<file path="src/rtl/stage5_field_extract_module_if.sv">
// Handshake and data bundle for the stage-5 field extractor.
// Master drives message sets and the downstream ready; slave is the extractor.
interface stage5_field_extract_module_if #(
  parameter int unsigned N_CH       = 3,
  parameter int unsigned MSG_BITS   = 256,
  parameter int unsigned FIELD_BITS = 32,
  parameter int unsigned MUX_W      = 4,
  parameter int unsigned CNT_W      = 16
);

  logic                       in_valid;
  logic                       in_ready;
  logic [N_CH*MSG_BITS-1:0]   message;
  logic [N_CH*MUX_W-1:0]      mux_ctrl;
  logic                       out_valid;
  logic                       out_ready;
  logic [N_CH*FIELD_BITS-1:0] field;
  logic [N_CH-1:0]            field_hit;
  logic                       cnt_clr;
  logic [N_CH*CNT_W-1:0]      hit_cnt;

  modport master (
    output in_valid,
    output message,
    output mux_ctrl,
    output out_ready,
    output cnt_clr,
    input  in_ready,
    input  out_valid,
    input  field,
    input  field_hit,
    input  hit_cnt
  );

  modport slave (
    input  in_valid,
    input  message,
    input  mux_ctrl,
    input  out_ready,
    input  cnt_clr,
    output in_ready,
    output out_valid,
    output field,
    output field_hit,
    output hit_cnt
  );

endinterface

</file>
<file path="src/rtl/stage5_field_extract_module.sv">
// Extracts one field per message channel behind a valid/ready handshake,
// buffered in a 2-entry FIFO, with saturating per-channel hit counters.
module stage5_field_extract_module #(
  parameter int unsigned           N_CH        = 3,
  parameter int unsigned           MSG_BITS    = 256,
  parameter int unsigned           FIELD_LSB   = 64,
  parameter int unsigned           FIELD_BITS  = 32,
  parameter int unsigned           MUX_W       = 4,
  parameter logic [MUX_W-1:0]      MUX_SEL     = 4'h1,
  parameter logic [FIELD_BITS-1:0] DEFAULT_VAL = '0,
  parameter int unsigned           CNT_W       = 16
) (
  input logic                          clk,
  input logic                          rst_n,
  stage5_field_extract_module_if.slave bus
);

  localparam logic [N_CH*FIELD_BITS-1:0] FieldReset = {N_CH{DEFAULT_VAL}};

  logic [1:0]                 count_q, count_d;
  logic [N_CH*FIELD_BITS-1:0] head_field_q, head_field_d;
  logic [N_CH*FIELD_BITS-1:0] tail_field_q, tail_field_d;
  logic [N_CH-1:0]            head_hit_q, head_hit_d;
  logic [N_CH-1:0]            tail_hit_q, tail_hit_d;
  logic [N_CH*CNT_W-1:0]      hit_cnt_q, hit_cnt_d;

  logic [N_CH*FIELD_BITS-1:0] new_field;
  logic [N_CH-1:0]            new_hit;
  logic                       push, pop;

  // Ready depends only on the registered occupancy, never on out_ready.
  assign bus.in_ready  = (count_q != 2'd2);
  assign bus.out_valid = (count_q != 2'd0);
  assign push          = bus.in_valid && bus.in_ready;
  assign pop           = bus.out_valid && bus.out_ready;

  assign bus.field     = head_field_q;
  assign bus.field_hit = bus.out_valid ? head_hit_q : '0;
  assign bus.hit_cnt   = hit_cnt_q;

  always_comb begin
    new_field = '0;
    new_hit   = '0;
    for (int c = 0; c < N_CH; c++) begin
      new_hit[c] = (bus.mux_ctrl[c*MUX_W +: MUX_W] == MUX_SEL);
      new_field[c*FIELD_BITS +: FIELD_BITS] =
          new_hit[c] ? bus.message[c*MSG_BITS + FIELD_LSB +: FIELD_BITS] : DEFAULT_VAL;
    end
  end

  // Head is only overwritten by a real entry, so field holds its last value once drained.
  always_comb begin
    count_d      = count_q;
    head_field_d = head_field_q;
    head_hit_d   = head_hit_q;
    tail_field_d = tail_field_q;
    tail_hit_d   = tail_hit_q;
    unique case ({push, pop})
      2'b10: begin
        if (count_q == 2'd0) begin
          head_field_d = new_field;
          head_hit_d   = new_hit;
        end else begin
          tail_field_d = new_field;
          tail_hit_d   = new_hit;
        end
        count_d = count_q + 2'd1;
      end
      2'b01: begin
        if (count_q == 2'd2) begin
          head_field_d = tail_field_q;
          head_hit_d   = tail_hit_q;
        end
        count_d = count_q - 2'd1;
      end
      2'b11: begin
        // Only reachable with one entry: the new set replaces the departing head.
        head_field_d = new_field;
        head_hit_d   = new_hit;
      end
      default: ;
    endcase
  end

  always_comb begin
    hit_cnt_d = hit_cnt_q;
    for (int c = 0; c < N_CH; c++) begin
      if (bus.cnt_clr) begin
        hit_cnt_d[c*CNT_W +: CNT_W] = '0;
      end else if (push && new_hit[c] && (hit_cnt_q[c*CNT_W +: CNT_W] != {CNT_W{1'b1}})) begin
        hit_cnt_d[c*CNT_W +: CNT_W] = hit_cnt_q[c*CNT_W +: CNT_W] + {{(CNT_W-1){1'b0}}, 1'b1};
      end
    end
  end

  always_ff @(posedge clk or negedge rst_n) begin
    if (!rst_n) begin
      count_q      <= 2'd0;
      head_field_q <= FieldReset;
      head_hit_q   <= '0;
      tail_field_q <= FieldReset;
      tail_hit_q   <= '0;
      hit_cnt_q    <= '0;
    end else begin
      count_q      <= count_d;
      head_field_q <= head_field_d;
      head_hit_q   <= head_hit_d;
      tail_field_q <= tail_field_d;
      tail_hit_q   <= tail_hit_d;
      hit_cnt_q    <= hit_cnt_d;
    end
  end

endmodule

</file>
<file path="src/flat_wrapper.sv">
// flat-port wrapper written by rule: the top's interface ports become plain ports
module stage5_field_extract_module_flat 
#(
  parameter int unsigned           N_CH        = 3,
  parameter int unsigned           MSG_BITS    = 256,
  parameter int unsigned           FIELD_LSB   = 64,
  parameter int unsigned           FIELD_BITS  = 32,
  parameter int unsigned           MUX_W       = 4,
  parameter logic [MUX_W-1:0]      MUX_SEL     = 4'h1,
  parameter logic [FIELD_BITS-1:0] DEFAULT_VAL = '0,
  parameter int unsigned           CNT_W       = 16
)
  (clk, rst_n, bus_in_valid, bus_message, bus_mux_ctrl, bus_out_ready, bus_cnt_clr, bus_in_ready, bus_out_valid, bus_field, bus_field_hit, bus_hit_cnt);
  stage5_field_extract_module_if #(.N_CH(N_CH), .MSG_BITS(MSG_BITS), .FIELD_BITS(FIELD_BITS), .MUX_W(MUX_W), .CNT_W(CNT_W)) bus_i ();
  input logic clk;
  input logic rst_n;
  input wire logic [$bits(bus_i.in_valid)-1:0] bus_in_valid;
  input wire logic [$bits(bus_i.message)-1:0] bus_message;
  input wire logic [$bits(bus_i.mux_ctrl)-1:0] bus_mux_ctrl;
  input wire logic [$bits(bus_i.out_ready)-1:0] bus_out_ready;
  input wire logic [$bits(bus_i.cnt_clr)-1:0] bus_cnt_clr;
  output wire logic [$bits(bus_i.in_ready)-1:0] bus_in_ready;
  output wire logic [$bits(bus_i.out_valid)-1:0] bus_out_valid;
  output wire logic [$bits(bus_i.field)-1:0] bus_field;
  output wire logic [$bits(bus_i.field_hit)-1:0] bus_field_hit;
  output wire logic [$bits(bus_i.hit_cnt)-1:0] bus_hit_cnt;
  assign bus_i.in_valid = bus_in_valid;
  assign bus_i.message = bus_message;
  assign bus_i.mux_ctrl = bus_mux_ctrl;
  assign bus_i.out_ready = bus_out_ready;
  assign bus_i.cnt_clr = bus_cnt_clr;
  assign bus_in_ready = bus_i.in_ready;
  assign bus_out_valid = bus_i.out_valid;
  assign bus_field = bus_i.field;
  assign bus_field_hit = bus_i.field_hit;
  assign bus_hit_cnt = bus_i.hit_cnt;
  stage5_field_extract_module #(.N_CH(N_CH), .MSG_BITS(MSG_BITS), .FIELD_LSB(FIELD_LSB), .FIELD_BITS(FIELD_BITS), .MUX_W(MUX_W), .MUX_SEL(MUX_SEL), .DEFAULT_VAL(DEFAULT_VAL), .CNT_W(CNT_W)) u_core (.clk(clk), .rst_n(rst_n), .bus(bus_i));
endmodule
</file>
<file path="config.mk">
export PLATFORM = sky130hd
export DESIGN_NAME = stage5_field_extract_module_flat
export DESIGN_NICKNAME = d
export VERILOG_FILES = /design/src/rtl/stage5_field_extract_module_if.sv /design/src/rtl/stage5_field_extract_module.sv /design/src/flat_wrapper.sv
export SDC_FILE = /design/constraint.sdc
export NUM_CORES = 1
export LEC_CHECK = 0
export ABC_CLOCK_PERIOD_IN_PS = 2800
export CORE_AREA = 4 4 357 359
export CTS_CLUSTER_SIZE = 24
export DETAILED_ROUTE_END_ITERATION = 7
export DIE_AREA = 0 0 361 363
export GPL_ROUTABILITY_DRIVEN = 0
export PLACE_DENSITY = 0.31
export SETUP_SLACK_MARGIN = 0.2
export SLEW_MARGIN = 20
export SYNTH_ARGS = -nofsm -noshare
export SYNTH_HDL_FRONTEND = slang
export SYNTH_SLANG_ARGS = --single-unit
</file>
<file path="constraint.sdc">
create_clock -name clk -period 2.8 [get_ports clk]
set_clock_uncertainty 0.05 [all_clocks]
set_input_delay 0.7 -clock clk [delete_from_list [all_inputs] [get_ports clk]]
set_output_delay 0.7 -clock clk [all_outputs]
set_load 0.01 [all_outputs]
</file>
==> out/results.txt, run 1 <==
outcome -> completed
hold_ws -> 0.4253 ns
Layout Nets -> 2340
ANT nets after route -> 0
Synth top cells by count -> dfrtp_1, nor2_1, nand2_1
Fmax -> 0.4006 GHz
first-pass GRT wire length -> 68.60 mm
dominant cell type by area after synthesis -> dfrtp_1
DRC viols -> 0
Top Ports -> 934
die footprint -> 131000 sq um
cells along the critical path -> clkdlybuf4s50_1
# setup viols final -> 0
Inst Count DP -> 3144
Synth area leaders -> dfrtp_1, a21oi_1, nor2_1
CP Data Arrival Time -> 1.75 ns
fin crit period -> 2.497 ns
HPWL Detailed -> 34.76 mm
Fin. Hold Viols -> 0
layout cells sized above 1 -> 9.639%
CTS Buf Count -> 39
Max clock buf depth -> 3
vias in the first global route -> 9995
Pre-antenna DRT Iters -> 5
Worst IR Drop VDD -> 321.9 uV
Die X -> 361 microns
row cnt -> 129
CTS H-tree depth -> 2
most common cell in the netlist -> dfrtp_1
Routed WL per cell -> 14.60 microns
worst path bufs/invs -> 1
Setup CP Type -> flop to output port
wirelength, routed -> 46.95 mm
maxcap violations -> 0
Avg Inst Size Synth -> 8.802 sq um
crit start category -> flop
CP max-delay cell -> clkdlybuf4s50_1
combined area of all synthesized cells -> 11100 sq um
sequential area share after synthesis -> 55.91%
PwrDens -> 889.7 nW/um^2
effective utilization at floorplan -> 8.966%
Yosys top cell area share -> 55.91%
max incr delay on CP -> 0.68 ns
required time of the critical path -> 2.05 ns
CP Max Fanout -> 7
Most Used Layer, Global Route -> met2
GR Overflow Total -> 0
ys async rst share -> 100.0%
Tcrit/Tclk final -> 89.16%
PortBufs -> 261
Worst-path clk slew -> 0.05 ns
vias per cell -> 3.084
met3 Use GR -> 3.178%
clock root buffer -> clkbuf_16
CTS tree -> yes
Worst Max-Slew Pin Slew -> 0.6854 ns
type of the worst min-delay path -> flop to flop
DP Area -> 16190 sq um
die height -> 363 microns
leakage -> 6.631 nW
RSZ-0062 raised after global routing -> false
total number of vias -> 9919
largest net degree at the start of global routing -> 59
Final Max Slew Viols -> 0
initial antenna violation count -> 16
Top delay family on crit path -> buffers and inverters
grt met1 use -> 9.260%
GR Util met2 -> 10.28%
total track usage -> 7.028%
Ys Warns -> 0
Clock Latency Late Sink -> 0.58 ns
clk sinks -> 248
Area Growth Syn to Fin -> 57.87%
drt initial violations -> 537
worst rel slew slack -> 54.11%
Layout Cells excl Fill -> 3216
final instance area -> 17520 sq um
Netlist cell types -> 41
Power, Total -> 15.59 mW
Synth Instances -> 1261
synthesized flop and latch total -> 248
core box area -> 123800 sq um
ys flop type -> dfrtp_1
Worst setup EP type -> output port
Post-synth EDFFs -> 0
Syn Nets -> 2051
==> stage by stage <==
step | worst slack, ns | TNS, ns | util (%)
3_3_place_gp | -0.3377 | -32.17 | 13.07
2_1_floorplan | 0.2303 | 0 | -
4_1_cts | 0.1858 | 0 | 14.15
3_5_place_dp | -0.3217 | -29.79 | 13.07
6_report | 0.3035 | 0 | 14.15
5_1_grt | 0.2096 | 0 | 14.15
==> kinds of logic (layout without fill, tap and decap cells) <==
| family | after synthesis | count (layout) | share of synthesized area, % |
|---|---|---|---|
| adder cells (fa/ha/maj) | 5 | 5 | 0.5636 |
| XOR/XNOR | 41 | 41 | 3.235 |
| flip-flops | 248 | 248 | 55.91 |
| multiplexers | 8 | 8 | 0.7553 |
| AND/OR/NAND/NOR | 559 | 559 | 22.13 |
| AO/OA/AOI/OAI | 311 | 311 | 14.23 |
| buffers and inverters | 89 | 405 | 3.179 |
| other | 0 | 2 | 0 |
==> power by group <==
group | total (mW) | switching, mW | internal (mW)
logic | 5.46 | 2.94 | 2.52
registers | 5.08 | 0.536 | 4.55
clock network | 5.05 | 1.91 | 3.15
total | 15.6 | 5.38 | 10.2
==> sequential cells by signal (all words and copies together), names as in the netlist <==
name                 cells
u_core.head_hit_q        3
u_core.tail_field_q     96
u_core.bus.field        96
u_core.bus.hit_cnt      48
u_core.count_q           2
u_core.tail_hit_q        3
==> final timing paths <==
kind,from,endpoint,slack [ns],cells past startpoint
worst min register to register,u_core.tail_field_q[65],u_core.tail_field_q[65],0.43,2
worst max-delay path,u_core.bus.hit_cnt[31],bus_hit_cnt[31],0.30,1
worst max register to register,u_core.count_q[1],u_core.bus.field[18],0.49,12
worst min-delay path,u_core.tail_field_q[65],u_core.tail_field_q[65],0.43,2
min in group asynchronous,rst_n,u_core.bus.field[34],0.57,2
max in group asynchronous,rst_n,u_core.tail_field_q[65],1.35,3
==> routing by layer <==
| metal | vias to the layer above | wire length [microns] | share of wire, % |
|---|---|---|---|
| met5 | - | 63 | 0.13 |
| met4 | 10 | 1193 | 2.5 |
| met3 | 83 | 4626 | 9.9 |
| met2 | 305 | 19500 | 42 |
| met1 | 4680 | 21560 | 46 |
| li1 | 4841 | - | - |
==> final cells by class <==
cell class	count	area [sq um]
fillers	14030	106300
flip-flops and latches	248	6208
multi-input cells	924	4576
repair buffers	331	3356
well taps	1637	2048
clock buffers	55	1117
clock inverters	13	190.2
inverters	6	22.52
diodes	2	5.005
==> what timing repair did <==
action | CTS | global route
buffers inserted | 1 | 0
hold endpoints to repair | 33 | 0
hold buffers | 1 | 0
gates resized for setup | 9 | 1
setup endpoints to repair | 37 | 2
==> layout by cell type, fill, tap and decap left out, types with 5 or more instances in the layout <==
master	n
nor4_1	11
dlygate4sd2_1	5
o21ai_0	102
xnor2_1	37
mux2i_1	5
dfrtp_1	246
buf_12	17
inv_1	6
nor2_1	241
a21oi_1	201
buf_4	51
nor4_2	6
clkbuf_1	9
nor3_1	18
clkbuf_8	6
nand2_1	214
clkdlybuf4s50_1	255
nand4_1	16
clkbuf_16	40
nand3_1	14
(Power assumes the default switching activity.)
==> run 2, diff against run 1 <==
ABC_CLOCK_PERIOD_IN_PS = 2600   (was 2800)
clock period = 2.6 ns   (was 2.8 ns; I/O delays follow)
==> out/results.txt, run 2 (synthesis gave the netlist of run 1 again) <==
vias in the first global route -> 9826 (-1.7%)
GR Overflow Total -> 0 (unchanged)
CTS Buf Count -> 38 (-2.6%)
Worst-path clk slew -> 0.05 ns (about the same)
part of the power in registers -> 33.0% (+0.4 points)
worst rel slew slack -> 63.38% (+9.3 points)
max incr delay on CP -> 0.59 ns (-0.09 ns)
outcome -> completed
largest net degree at the start of global routing -> 75 (+27%)
Hold Crit Endpoint -> u_core.tail_field_q[49]
switching part of the total -> 35.83% (+1.3 points)
CTS H-tree depth -> 2 (unchanged)
maxcap violations -> 0 (unchanged)
Worst IR Drop VDD -> 506.1 uV (+57%)
vias per cell -> 3.065 (-0.61%)
core box area -> 123800 sq um (unchanged)
Area Growth Syn to Fin -> 57.87% (unchanged)
layout cells sized above 1 -> 10.23% (+0.59 points)
DRC viols -> 0 (unchanged)
Comb power frac -> 36.2% (+1.2 points)
crit start category -> flop
wirelength, routed -> 47.58 mm (+1.3%)
total track usage -> 7.079% (+0.050 points)
Clk pwr share -> 30.8% (-1.6 points)
final core occ -> 14.15% (unchanged)
ANT nets after route -> 0 (unchanged)
HPWL Detailed -> 34.57 mm (-0.54%)
clk sinks -> 248 (unchanged)
CP max-delay cell -> clkdlybuf4s50_1
Worst Max-Slew Pin Slew -> 0.5494 ns (-0.1360 ns)
Pre-antenna DRT Iters -> 5 (unchanged)
Routed WL per cell -> 14.79 microns (+1.3%)
Top delay family on crit path -> buffers and inverters
Layout Cells excl Fill -> 3216 (unchanged)
CP Max Fanout -> 5 (-2)
CP Data Arrival Time -> 1.60 ns (-0.15 ns)
hold path startpoint -> u_core.tail_field_q[49]
worst path bufs/invs -> 1 (unchanged)
Reg2Reg Depth -> 13 (+1)
Clock Latency Late Sink -> 0.58 ns (about the same)
Final Max Slew Viols -> 0 (unchanged)
Cell Int Power -> 10.78 mW (+5.6%)
drt initial violations -> 492 (-8.4%)
cells along the critical path -> clkdlybuf4s50_1
required time of the critical path -> 1.90 ns (-0.15 ns)
initial antenna violation count -> 18 (+2)
# setup viols final -> 0 (unchanged)
type of the worst min-delay path -> flop to flop
Worst setup EP type -> output port
leakage -> 6.886 nW (+3.9%)
hold_ws -> 0.4270 ns (+0.001738 ns)
Reg2Reg Setup Slack -> 0.32 ns (-0.17 ns)
Sw Pwr -> 6.022 mW (+12%)
fin crit period -> 2.300 ns
PortBufs -> 261 (unchanged)
setup_tns -> 0 ns (unchanged)
die footprint -> 131000 sq um (unchanged)
effective utilization at floorplan -> 8.966% (unchanged)
Tcrit/Tclk final -> 88.47%
Fin. Hold Viols -> 0 (unchanged)
worst r2r src -> u_core.count_q[0]
Layout Nets -> 2337 (-0.13%)
Max clock buf depth -> 3 (unchanged)
clock root buffer -> clkbuf_16
PwrDens -> 958.9 nW/um^2 (+7.8%)
RSZ-0062 raised after global routing -> true
Die X -> 361 microns (unchanged)
Inst Count DP -> 3136 (-0.25%)
Fmax -> 0.4347 GHz
total number of vias -> 9858 (-0.61%)
Power, Total -> 16.80 mW (+7.8%)
R2R Path End -> u_core.bus.field[34]
CTS tree -> yes
row cnt -> 129 (unchanged)
first-pass GRT wire length -> 69.43 mm (+1.2%)
Setup CP Type -> flop to output port
Top Ports -> 934 (unchanged)
die height -> 363 microns (unchanged)
hold path cells -> 2 (unchanged)
most frequent cells in the layout -> nor2_1, dfrtp_1, nand2_1
run 2: changes by cell type in the layout (fill, tap and decap cells not counted), sizes merged:
cell / delta
buf: -3
bufinv: -2
clkbuf: +3
clkdlybuf4s15: +1
clkdlybuf4s50: -43
clkinv: +3
clkinvlp: +1
diode: +3
dlygate4sd2: +32
dlymetal6s2s: +6
inv: -1
run 2: final cells by class:
type | instances | area, sq um
antenna | 5 | 12.51
timing repair buffer | 329 | 3390
clock inverter | 14 | 180.2
inverter | 6 | 22.52
fill | 13990 | 106300
clock buffer | 53 | 1077
sequential | 248 | 6215
tap | 1637 | 2048
multi-input combinational | 924 | 4578
run 2: routing by layer:
metal	routed length (microns)	share of wire (%)	vias to the layer above	global-route usage, %
li1	-	-	4840	-
met1	23130	49	4676	9.636
met2	18680	39	251	9.713
met3	4676	9.8	69	3.591
met4	919	1.9	22	1.997
met5	171	0.36	-	0
run 2: metrics by stage:
| stage | setup WS [ns] | cell area (sq um) |
|---|---|---|
| final | 0.2997 | 17520 |
| after global routing | 0.1746 | 17510 |
| after CTS | 0.1655 | 17440 |
| after detailed placement | -0.3856 | 16180 |
| after global placement | -0.3577 | 16180 |
| after floorplan | 0.1887 | 11130 |
run 2: worst max path at each step:
stage	startpoint	endpoint	slack [ns]	cells past startpoint
after floorplan	u_core.count_q[0]	u_core.bus.field[74]	0.19	14
after global placement	bus_mux_ctrl[9]	u_core.bus.hit_cnt[37]	-0.36	8
after detailed placement	bus_mux_ctrl[9]	u_core.bus.hit_cnt[46]	-0.39	6
after CTS	u_core.count_q[0]	bus_field_hit[0]	0.17	4
after global routing	u_core.count_q[0]	u_core.head_hit_q[2]	0.17	9
final	u_core.bus.hit_cnt[5]	bus_hit_cnt[5]	0.30	1
run 2: what timing repair did:
action,4_1_cts,5_1_grt
setup endpoints to repair,48,27
gates cloned,0,2
gates resized for setup,57,12
hold buffers,1,0
pin swaps,0,1
endpoints found under the hold margin,40,0
buffers inserted,2,3
run 2: power by group through the flow:
stage          Combinational [mW]  Clock [mW]  Sequential (mW)
3_5_place_dp                 6.09           0             5.64
6_report                     6.08        5.18             5.54
5_1_grt                      6.74        5.62             5.68
3_3_place_gp                 6.10           0             5.63
4_1_cts                      6.10        5.49             5.58
2_1_floorplan                2.33           0             5.78
run 2: worst register-to-register path, stage by stage, from the launching register on:
cell and delay (ns):
dfrtp_2 0.43, nand2b_2 0.19, and2_1 0.17, inv_1 0.08
ha_4 0.13, nor3b_1 0.04, a21oi_1 0.23, o22ai_4 0.10
buf_4 0.17, buf_4 0.14, clkbuf_16 0.17, buf_4 0.15
nor2_1 0.08, a21oi_1 0.04
